[src/rtl/wave_seq_ctrl_pkg.sv]
// Shared types and constants for the segment sequencer and its table.
package wave_seq_ctrl_pkg;

  localparam int unsigned ND_DAC1    = 12;
  localparam int unsigned NSEG_DEF   = 8;
  localparam int unsigned TW_DEF     = 24;
  localparam int unsigned RW_DEF     = 8;
  localparam int unsigned SETTLE_CYC = 2;
  localparam int unsigned SW         = 2;

  typedef enum logic [1:0] {
    WSEL_SIN = 2'd0,
    WSEL_STW = 2'd1,
    WSEL_TRI = 2'd2,
    WSEL_SQU = 2'd3
  } wsel_e;

  typedef enum logic [2:0] {
    ST_IDLE   = 3'd0,
    ST_LOAD   = 3'd1,
    ST_SETTLE = 3'd2,
    ST_RUN    = 3'd3,
    ST_DRAIN  = 3'd4,
    ST_DONE   = 3'd5
  } state_e;

endpackage

[src/rtl/wave_seq_ctrl_seg_table.sv]
// Segment table: NSEG entries, synchronous write, asynchronous read.
module wave_seq_ctrl_seg_table #(
  parameter int unsigned NSEG = 8,
  parameter int unsigned EW   = 28,
  parameter int unsigned AW   = $clog2(NSEG)
) (
  input  logic          clk,
  input  logic          i_we,
  input  logic [AW-1:0] i_waddr,
  input  logic [EW-1:0] i_wdata,
  input  logic [AW-1:0] i_raddr,
  output logic [EW-1:0] o_rdata_c
);

  logic [EW-1:0] r_mem [NSEG];

  always_ff @(posedge clk) begin
    if (i_we) r_mem[i_waddr] <= i_wdata;
  end

  assign o_rdata_c = r_mem[i_raddr];

endmodule

[src/rtl/wave_seq_ctrl.sv]
// Segment sequencer: walks the programmed table, drives Scal_DC and streams
// the selected scaled waveform to DAC1 over a valid/ready handshake.
module wave_seq_ctrl
  import wave_seq_ctrl_pkg::*;
#(
  parameter int unsigned DW   = ND_DAC1,
  parameter int unsigned NSEG = NSEG_DEF,
  parameter int unsigned TW   = TW_DEF,
  parameter int unsigned RW   = RW_DEF,
  parameter int unsigned AW   = $clog2(NSEG)
) (
  input  logic          clk,
  input  logic          rst,
  input  logic          cfg_we,
  input  logic [AW-1:0] cfg_addr,
  input  logic [1:0]    cfg_wsel,
  input  logic          cfg_scal,
  input  logic [TW-1:0] cfg_dur,
  input  logic          cfg_last,
  output logic          cfg_err,
  input  logic          start,
  input  logic          stop,
  input  logic [RW-1:0] loop_cnt,
  input  logic          sample_tick,
  input  logic [DW-1:0] Sin_Scal_out,
  input  logic [DW-1:0] Stw_Scal_out,
  input  logic [DW-1:0] Tri_Scal_out,
  input  logic [DW-1:0] Squ_Scal_out,
  output logic          Scal_DC,
  output logic [DW-1:0] dac_data,
  output logic          dac_valid,
  input  logic          dac_ready,
  output logic          busy,
  output logic          done,
  output logic          overrun,
  output logic [AW-1:0] seg_idx
);

  localparam int unsigned EW = TW + 4;
  localparam logic [DW-1:0] HALF = {1'b1, {(DW-1){1'b0}}};

  state_e        r_state, w_state_n;
  logic [AW-1:0] r_idx, w_idx_n;
  wsel_e         r_wsel, w_wsel_n;
  logic [TW-1:0] r_dur_cnt, w_dur_n;
  logic          r_last, w_last_n;
  logic [SW-1:0] r_settle, w_settle_n;
  logic [RW-1:0] r_loops, w_loops_n;
  logic          r_scal_dc, w_scal_n;
  logic [DW-1:0] r_dac_data, w_data_n;
  logic          r_dac_valid, w_valid_n;
  logic          r_overrun, w_overrun_n;
  logic          r_stopping, w_stopping_n;
  logic          r_busy, w_busy_n;
  logic          r_done, w_done_n;
  logic          r_cfg_err, w_cfg_err_n;

  logic          w_tbl_we;
  logic [EW-1:0] w_ent;
  logic [TW-1:0] w_ent_dur;
  logic          w_ent_scal;
  logic          w_ent_last;
  wsel_e         w_ent_wsel;
  logic [DW-1:0] w_mux;
  logic          w_last_seg;

  wave_seq_ctrl_seg_table #(
    .NSEG (NSEG),
    .EW   (EW),
    .AW   (AW)
  ) u_seg_table (
    .clk       (clk),
    .i_we      (w_tbl_we),
    .i_waddr   (cfg_addr),
    .i_wdata   ({cfg_wsel, cfg_scal, cfg_dur, cfg_last}),
    .i_raddr   (r_idx),
    .o_rdata_c (w_ent)
  );

  assign w_ent_last = w_ent[0];
  assign w_ent_dur  = w_ent[TW:1];
  assign w_ent_scal = w_ent[TW+1];
  assign w_ent_wsel = wsel_e'(w_ent[TW+3:TW+2]);
  assign w_tbl_we   = cfg_we && (r_state == ST_IDLE);
  assign w_last_seg = r_last || (r_idx == AW'(NSEG-1));

  // Waveform select for the current segment
  always_comb begin
    w_mux = Sin_Scal_out;
    case (r_wsel)
      WSEL_SIN: w_mux = Sin_Scal_out;
      WSEL_STW: w_mux = Stw_Scal_out;
      WSEL_TRI: w_mux = Tri_Scal_out;
      WSEL_SQU: w_mux = Squ_Scal_out;
      default:  w_mux = Sin_Scal_out;
    endcase
  end

  // Next-state and next-output logic
  always_comb begin
    w_state_n    = r_state;
    w_idx_n      = r_idx;
    w_wsel_n     = r_wsel;
    w_dur_n      = r_dur_cnt;
    w_last_n     = r_last;
    w_settle_n   = r_settle;
    w_loops_n    = r_loops;
    w_scal_n     = r_scal_dc;
    w_data_n     = r_dac_data;
    w_valid_n    = r_dac_valid;
    w_overrun_n  = r_overrun;
    w_stopping_n = r_stopping;
    w_cfg_err_n  = cfg_we && (r_state != ST_IDLE);

    if (r_dac_valid && dac_ready) w_valid_n = 1'b0;

    if (stop && (r_state != ST_IDLE)) begin
      // Abort: let any pending sample complete, then return to IDLE silently
      w_state_n    = ST_DRAIN;
      w_stopping_n = 1'b1;
    end else begin
      case (r_state)
        ST_IDLE: begin
          if (start) begin
            w_loops_n    = loop_cnt;
            w_idx_n      = '0;
            w_overrun_n  = 1'b0;
            w_stopping_n = 1'b0;
            w_state_n    = ST_LOAD;
          end
        end
        ST_LOAD: begin
          w_wsel_n = w_ent_wsel;
          w_dur_n  = (w_ent_dur == '0) ? TW'(1) : w_ent_dur;
          w_last_n = w_ent_last;
          w_scal_n = w_ent_scal;
          if (w_ent_scal != r_scal_dc) begin
            w_settle_n = SW'(SETTLE_CYC);
            w_state_n  = ST_SETTLE;
          end else begin
            w_state_n  = ST_RUN;
          end
        end
        ST_SETTLE: begin
          if (r_settle <= SW'(1)) w_state_n = ST_RUN;
          else                    w_settle_n = r_settle - SW'(1);
        end
        ST_RUN: begin
          if (sample_tick) begin
            if (r_dac_valid && !dac_ready) begin
              w_overrun_n = 1'b1;
            end else begin
              w_data_n  = w_mux;
              w_valid_n = 1'b1;
              w_dur_n   = r_dur_cnt - TW'(1);
              if (r_dur_cnt == TW'(1)) begin
                if (!w_last_seg) begin
                  w_idx_n   = r_idx + AW'(1);
                  w_state_n = ST_LOAD;
                end else if ((r_loops == '0) || (r_loops > RW'(1))) begin
                  if (r_loops != '0) w_loops_n = r_loops - RW'(1);
                  w_idx_n   = '0;
                  w_state_n = ST_LOAD;
                end else begin
                  w_state_n = ST_DRAIN;
                end
              end
            end
          end
        end
        ST_DRAIN: begin
          if (!r_dac_valid || dac_ready) begin
            w_data_n     = HALF;
            w_stopping_n = 1'b0;
            w_state_n    = r_stopping ? ST_IDLE : ST_DONE;
          end
        end
        ST_DONE: w_state_n = ST_IDLE;
        default: w_state_n = ST_IDLE;
      endcase
    end

    w_busy_n = (w_state_n != ST_IDLE);
    w_done_n = (w_state_n == ST_DONE);
  end

  always_ff @(posedge clk) begin
    if (!rst) begin
      r_state     <= ST_IDLE;
      r_idx       <= '0;
      r_wsel      <= WSEL_SIN;
      r_dur_cnt   <= '0;
      r_last      <= 1'b0;
      r_settle    <= '0;
      r_loops     <= '0;
      r_scal_dc   <= 1'b0;
      r_dac_data  <= HALF;
      r_dac_valid <= 1'b0;
      r_overrun   <= 1'b0;
      r_stopping  <= 1'b0;
      r_busy      <= 1'b0;
      r_done      <= 1'b0;
      r_cfg_err   <= 1'b0;
    end else begin
      r_state     <= w_state_n;
      r_idx       <= w_idx_n;
      r_wsel      <= w_wsel_n;
      r_dur_cnt   <= w_dur_n;
      r_last      <= w_last_n;
      r_settle    <= w_settle_n;
      r_loops     <= w_loops_n;
      r_scal_dc   <= w_scal_n;
      r_dac_data  <= w_data_n;
      r_dac_valid <= w_valid_n;
      r_overrun   <= w_overrun_n;
      r_stopping  <= w_stopping_n;
      r_busy      <= w_busy_n;
      r_done      <= w_done_n;
      r_cfg_err   <= w_cfg_err_n;
    end
  end

  assign Scal_DC   = r_scal_dc;
  assign dac_data  = r_dac_data;
  assign dac_valid = r_dac_valid;
  assign busy      = r_busy;
  assign done      = r_done;
  assign overrun   = r_overrun;
  assign cfg_err   = r_cfg_err;
  assign seg_idx   = r_idx;

endmodule
[config.mk]
export PLATFORM = sky130hd
export DESIGN_NAME = wave_seq_ctrl
export DESIGN_NICKNAME = d
export VERILOG_FILES = /design/src/rtl/wave_seq_ctrl_pkg.sv /design/src/rtl/wave_seq_ctrl_seg_table.sv /design/src/rtl/wave_seq_ctrl.sv
export SDC_FILE = /design/constraint.sdc
export NUM_CORES = 1
export LEC_CHECK = 0
export ABC_AREA = 0
export ABC_CLOCK_PERIOD_IN_PS = 4800
export CORE_MARGIN = 1.5
export CORE_UTILIZATION = 28
export CTS_CLUSTER_DIAMETER = 120
export CTS_CLUSTER_SIZE = 10
export DETAILED_ROUTE_END_ITERATION = 10
export HOLD_SLACK_MARGIN = 0.06
export MAX_ROUTING_LAYER = met4
export SLEW_MARGIN = 20
export SYNTH_ARGS = -nofsm -noshare
export SYNTH_HDL_FRONTEND = slang
export SYNTH_SLANG_ARGS = --single-unit
[constraint.sdc]
create_clock -name clk -period 4.8 [get_ports clk]
set_clock_uncertainty 0.1 [all_clocks]
set_input_delay 0.48 -clock clk [delete_from_list [all_inputs] [get_ports clk]]
set_output_delay 0.48 -clock clk [all_outputs]
set_load 0.03 [all_outputs]
==> key figures, run 1 <==
Power
  – Leak pwr: approximately 4.8 nW
  – Power per cell area: slightly above 400 mW/mm2
  – Max IR drop VDD: about 0.25 mV

Global route
  – Largest net degree at the start of global routing: roughly 50
  – Global-route wire length before repair: approximately 47000 um
  – Vias in the first global route: 7816
  – GRT Total Usage: 13.4%
  – Total congestion overflow: 0
  – Initial antenna violation count: 3

STA
  – Final Hold Fails: 0
  – Post-route minimum period: between 3 and 4 ns
  – Slew Viols, Final: 0
  – Final period utilization: a little over two thirds
  – Finish-stage setup viols: 0
  – Maximum clock frequency: roughly 300 MHz
  – Setup Total Neg Slack: 0 ns
  – Slew Limit Headroom: between 30% and 40%
  – Least-Margin Pin Slew: between 0.9 and 1 ns
  – RSZ-0062 raised after global routing: no
  – Minimum hold slack: 0.375 ns

Yosys
  – Sequential area share after synthesis: roughly 64%
  – Synthesized flop and latch total: between 200 and 300
  – Ys Warns: 0
  – Largest family of logic cells by synthesized area: multiplexers
  – Yosys top cell area share: 53.9%
  – Yosys top cell by area: edfxtp_1
  – Yosys cell types: 56
  – Most common cell in the netlist: edfxtp_1
  – Post-synth EDFFs: 224
  – Synth Area in Adders: 0.701%
  – Post-synthesis compound-gate area fraction: between 7 and 8%
  – Syn Area/Cell: about 14 um2
  – Synth async-reset ratio: 0%
  – Post-Synth XOR/XNOR Area: less than 1%
  – Synth Flop Type: edfxtp_1
  – Ranking of synthesized cells by area: edfxtp_1 54%, dfxtp_1 10%, mux4_2 9.4%
  – Simple-gate share of the synthesized area: 9.94%
  – Post-Syn Nets: between 900 and 1000
  – Mapped Area: 0.0125 mm2
  – Mapped Cells: just under 900
  – Mux contribution to synthesized area: between 10% and 20%
  – Top cells by count, synth: 224 x edfxtp_1, 77 x nor2_1, 65 x dfxtp_1

Layout
  – Nets@finish: roughly 1100
  – Fin area: roughly 0.015 mm2
  – Final core area utilization: a little over a third
  – Layout area overhead: 22.7%
  – Layout cells sized above 1: 13.9%

Hold path
  – Hold Crit Start: r_settle[0]$_SDFFE_PN0P_
  – Hold Path Class: flop to flop
  – Worst hold path depth: 2
  – Hold Path End: r_settle[0]$_SDFFE_PN0P_

Placement
  – RePlAce Congestion: 0.792
  – Port Buffers: 114
  – Dpl cell area: between 0.01 and 0.015 mm2
  – Hpwl dp: 19100 um

CTS
  – Clk_lat worst skew: 0.52 ns
  – Post-CTS Resized: 0
  – CTS tree: yes
  – Clk slew on worst S/H paths: approximately 0.060 ns
  – CTS Hold Buffers Added: 0
  – CTS Root Cell: clkbuf_16
  – Clock sink count: approximately 290
  – Post-CTS Setup Inserts: 0
  – TritonCTS Buffers: 34
  – Clock tree buffer depth: 3
  – H-tree depth: 2

Critical path
  – Critical-path top delay cell: dfxtp_2
  – Worst reg-to-reg path cell count: 7
  – CP arrival: approximately 3.7 ns
  – Crit path kind: flop to flop
  – Crit Path Max Fanout: 25
  – Worst reg2reg path endpoint: r_dur_cnt[0]$_SDFFE_PN0P_
  – Critical path endpoint category: flop
  – Worst Setup Start Kind: flop
  – Worst R2R Setup Slack: 1.44 ns
  – CP peak stage delay: 0.88 ns
  – Crit path cell chain: buf_4, mux4_1, nor4_1, o2111ai_1, a2111o_1, a21o_1, a21oi_2
  – Required @ worst endpoint: a little over 5 ns

Drt
  – # DRC: 0
  – Initial DRC Count: between 600 and 700
  – Total Wirelength: slightly above 30000 um
  – Vias: around 8000
  – Antenna viol nets, final: 0
  – Pre-antenna DRT Iters: 6
  – Drt via density: ~4.9
  – Routed WL per cell: between 15 and 20 um

Die
  – Initial core utilization: between 20 and 30%
  – Die Ht: about 210 um
  – Core Region: ~0.044 mm2
  – IO Count: approximately 120
  – Standard-cell rows: 77
  – Die width: 214 um
  – Die area: between 0.04 and 0.05 mm2

Job
  – Max cap viols: 0

Outcome
  – Status: finished, final reports clean
area by class of cell:
type                       instances  area (um2)
clock inverter                     3        58.8
multi-input combinational        525        4230
antenna                            3        7.51
tap                              592         741
timing repair buffer             131        1270
fill                            4280       28800
sequential                       289        8030
clock buffer                      59         945
inverter                          11        41.3
power breakdown:
part	switching [W]	total, W	internal, W
sequential	0.000107	0.00295	0.00285
clock	0.000970	0.00232	0.00135
combinational	0.000556	0.000934	0.000378
how the worst max path moves through the flow:
| stage | depth (start not counted) | startpoint | slack (ns) | endpoint |
|---|---|---|---|---|
| finish | 7 | flop | 1.44 | r_dur_cnt[0]$_SDFFE_PN0P_ |
| global route | 7 | flop | 1.13 | r_dur_cnt[0]$_SDFFE_PN0P_ |
| CTS | 7 | flop | 1.37 | r_dur_cnt[0]$_SDFFE_PN0P_ |
| detailed placement | 7 | flop | 1.41 | r_dur_cnt[0]$_SDFFE_PN0P_ |
| global placement | 7 | flop | 1.44 | r_dur_cnt[0]$_SDFFE_PN0P_ |
| floorplan | 5 | r_state[0]$_SDFF_PN0_ | 1.13 | u_seg_table.r_mem[1][0]$_DFFE_PP_ |
stage by stage:
stage / worst slack [ns] / total power [W] / instances
after floorplan: 1.13 / 0.00358 / 873
after global placement: 1.44 / 0.00392 / 1548
after detailed placement: 1.41 / 0.00394 / 1548
after CTS: 1.37 / 0.00626 / 1610
after global routing: 1.13 / 0.00647 / 1613
final: 1.44 / 0.00621 / 1613
cells by family after synthesis:
logic type | count (synthesis)
xor gates and xnor gates | 6
AOI/OAI and AO/OA | 158
muxes | 103
buffers and inverters | 59
DFF | 289
adders and majority gates | 7
and+or+nand+nor | 251
critical path: cells and delay by family (launching register included):
family                 cells  cell delay, ns
buffers and inverters      1            0.43
multiplexers               1            0.62
AO/OA/AOI/OAI              4            0.94
flip-flops                 1            0.88
AND/OR/NAND/NOR            1            0.30
sequential cells by signal (all words and copies together) (netlist names), 2 cells and up, named ones only:
signal,cells
r_loops,8
r_wsel,2
r_state,3
r_dur_cnt,24
seg_idx,3
u_seg_table.r_mem,224
dac_data,12
r_settle,2
placed cells by master (no fill, tap or decap), types with 6 or more instances in the layout:
| cell type | count |
|---|---|
| mux4_1 | 10 |
| or3_1 | 7 |
| ha_1 | 7 |
| clkbuf_16 | 34 |
| mux2i_1 | 34 |
| nor3_1 | 24 |
| a21oi_1 | 57 |
| or4_1 | 8 |
| nand2_1 | 59 |
| inv_1 | 10 |
| nor3b_1 | 13 |
| mux2_2 | 7 |
| nand3_1 | 14 |
| nor2_2 | 7 |
| clkbuf_1 | 25 |
| clkdlybuf4s50_1 | 114 |
| dfxtp_1 | 63 |
| mux4_2 | 52 |
| edfxtp_1 | 224 |
| o21ai_0 | 40 |
| a211oi_1 | 8 |
| nand3b_1 | 7 |
| nor2_1 | 70 |
| o211ai_1 | 6 |
| o22ai_1 | 7 |
| buf_4 | 17 |
| nand2b_1 | 9 |
metal layers:
layer | GRT usage, % | part of all wire (%)
met5 | - | 0
met2 | 21.5 | 49
met4 | 3.40 | 1.7
met1 | 17.1 | 44
met3 | 2.94 | 5.5
Power figures use the tool's default switching activity.
==> inputs of run 2 (changes only) <==
- ABC_CLOCK_PERIOD_IN_PS: 4800 -> 3470
- clock period: 4.8 -> 3.47 ns (I/O delays scaled with it)
==> key figures, run 2 (synthesized netlist as in run 1, its figures left out) <==
Outcome
  – Status: finished, final reports clean

Global route
  – Vias in the first global route: between 7000 and 8000
  – Initial antenna violation count: 1
  – GRT Total Usage: 13.6%
  – Global-route wire length before repair: about 47000 um
  – Largest net degree at the start of global routing: 49
  – Total congestion overflow: 0

CTS
  – Clock tree buffer depth: 3
  – CTS tree: yes
  – CTS Root Cell: clkbuf_16
  – Post-CTS Setup Inserts: 0
  – H-tree depth: 2
  – Clk_lat worst skew: between 0.5 and 0.6 ns
  – TritonCTS Buffers: 34
  – Post-CTS Resized: 0
  – CTS Hold Buffers Added: 0
  – Clk slew on worst S/H paths: 0.06 ns
  – Clock sink count: 289

STA
  – Slew Limit Headroom: between 30% and 40%
  – Post-route minimum period: 3.00 ns
  – RSZ-0062 raised after global routing: no
  – Maximum clock frequency: about 330 MHz
  – Finish-stage setup viols: 0
  – Fin worst setup slack: 0.474 ns
  – Slew Viols, Final: 0
  – Least-Margin Pin Slew: approximately 0.90 ns
  – Final Hold Fails: 0
  – Setup Total Neg Slack: 0 ns
  – Final period utilization: 86.4%

Drt
  – Pre-antenna DRT Iters: 5
  – Total Wirelength: ~30000 um
  – Initial DRC Count: approximately 800
  – Drt via density: 4.86
  – Antenna viol nets, final: 0
  – # DRC: 0
  – Vias: around 7900
  – Routed WL per cell: roughly 19 um

Layout
  – Largest Register: u_seg_table.r_mem
  – Commonest non-fill, non-tap cells in the layout: 224 x edfxtp_1, 114 x clkdlybuf4s50_1, 70 x nor2_1, 63 x dfxtp_1, 59 x nand2_1
  – Largest register FFs: 224
  – Layout area overhead: 23.6%
  – Layout cells sized above 1: 14.9%
  – Nets@finish: roughly 1100
  – Fillcell total: between 4000 and 5000
  – Fin area: around 0.015 mm2
  – Commonest non-fill, non-tap cell in the layout: edfxtp_1

Placement
  – Hpwl dp: ~20000 um
  – RePlAce Congestion: roughly 0.83
  – Port Buffers: between 100 and 150
  – Dpl cell area: ~0.014 mm2
  – Place WS: 0.436 ns

Power
  – Sw frac: 26.5%
  – Power per cell area: 560 mW/mm2
  – Clock Power Share: around 38%
  – Power share of the sequential group: 47.3%
  – Max IR drop VDD: between 0.3 and 0.4 mV
  – Leak pwr: just under 5 nW
  – Combinational Power Share: between 10% and 20%
  – Sw power: around 0.0023 W
  – P_int: 0.00636 W

Die
  – Standard-cell rows: 77
  – Die area: between 0.04 and 0.05 mm2
  – Die width: 214 um
  – IO Count: 115
  – Initial core utilization: approximately 28%
  – Core Region: around 0.044 mm2
  – Die Ht: between 200 and 250 um

Job
  – Max cap viols: 0

Critical path
  – Worst reg-to-reg path cell count: 8
  – CP arrival: 3.35 ns
  – Worst R2R Setup Slack: between 0.4 and 0.5 ns
  – Worst Setup Start Kind: flop
  – Crit Path Max Fanout: 15
  – Critical path endpoint category: flop
  – Worst reg2reg path endpoint: r_dur_cnt[0]$_SDFFE_PN0P_
  – Crit path kind: flop to flop
  – Required @ worst endpoint: approximately 3.8 ns

Hold path
  – Hold Crit Start: r_dur_cnt[10]$_SDFFE_PN0P_
  – Hold Path Class: flop to flop
  – Worst hold path depth: 2
  – Hold Path End: r_dur_cnt[10]$_SDFFE_PN0P_
[run 2: worst max-delay path by stage]
stage | from | endpoint | slack [ns]
floorplan | r_state[0]$_SDFF_PN0_ | u_seg_table.r_mem[7][0]$_DFFE_PP_ | 0.54
global placement | flop | r_dur_cnt[0]$_SDFFE_PN0P_ | 0.47
detailed placement | sample_tick | flop | 0.44
CTS | flop | r_dur_cnt[0]$_SDFFE_PN0P_ | 0.44
global route | flop | r_dur_cnt[0]$_SDFFE_PN0P_ | 0.25
finish | flop | r_dur_cnt[0]$_SDFFE_PN0P_ | 0.47
[run 2: layout make-up]
| cell class | count | area, um2 | area share [%] |
|---|---|---|---|
| tap | 592 | 741 | 4.80 |
| antenna | 1 | 2.50 | 0.0162 |
| clock inverter | 3 | 58.8 | 0.381 |
| inverter | 11 | 41.3 | 0.268 |
| sequential | 289 | 8030 | 52.1 |
| timing repair buffer | 144 | 1370 | 8.85 |
| multi-input combinational | 525 | 4250 | 27.5 |
| clock buffer | 59 | 945 | 6.12 |
[run 2: layer usage]
metal / track usage (%) / share of wire [%]
met5: - / 0
met4: 3.73 / 2.2
met2: 21.7 / 48
met3: 2.31 / 4.8
met1: 17.7 / 45
[run 2: power by group through the flow]
stage | logic, W | registers, W | clock network [W]
final | 0.00131 | 0.00409 | 0.00325
after global routing | 0.00145 | 0.00411 | 0.00348
after CTS | 0.00132 | 0.00409 | 0.00333
after detailed placement | 0.00131 | 0.00416 | 0
after global placement | 0.00129 | 0.00415 | 0
after floorplan | 0.000819 | 0.00414 | 0
[run 2: critical path, stage by stage (launching register included)]
cell and delay, ns:
dfxtp_2 0.54, buf_4 0.37, buf_4 0.32, mux4_2 0.53
mux2i_1 0.19, o2111ai_1 0.13, a2111o_1 0.42, a21o_1 0.20
a21oi_2 0.12
[run 2: stage by stage]
step | std cells | utilization [%] | hold slack [ns] | total power, W
after floorplan | 873 | - | 0.344 | 0.00495
after global placement | 1561 | 32.7 | 0.357 | 0.00544
after detailed placement | 1561 | 32.7 | 0.372 | 0.00547
after CTS | 1623 | 35.0 | 0.381 | 0.00874
after global routing | 1624 | 35.0 | 0.407 | 0.00904
final | 1624 | 35.0 | 0.385 | 0.00865
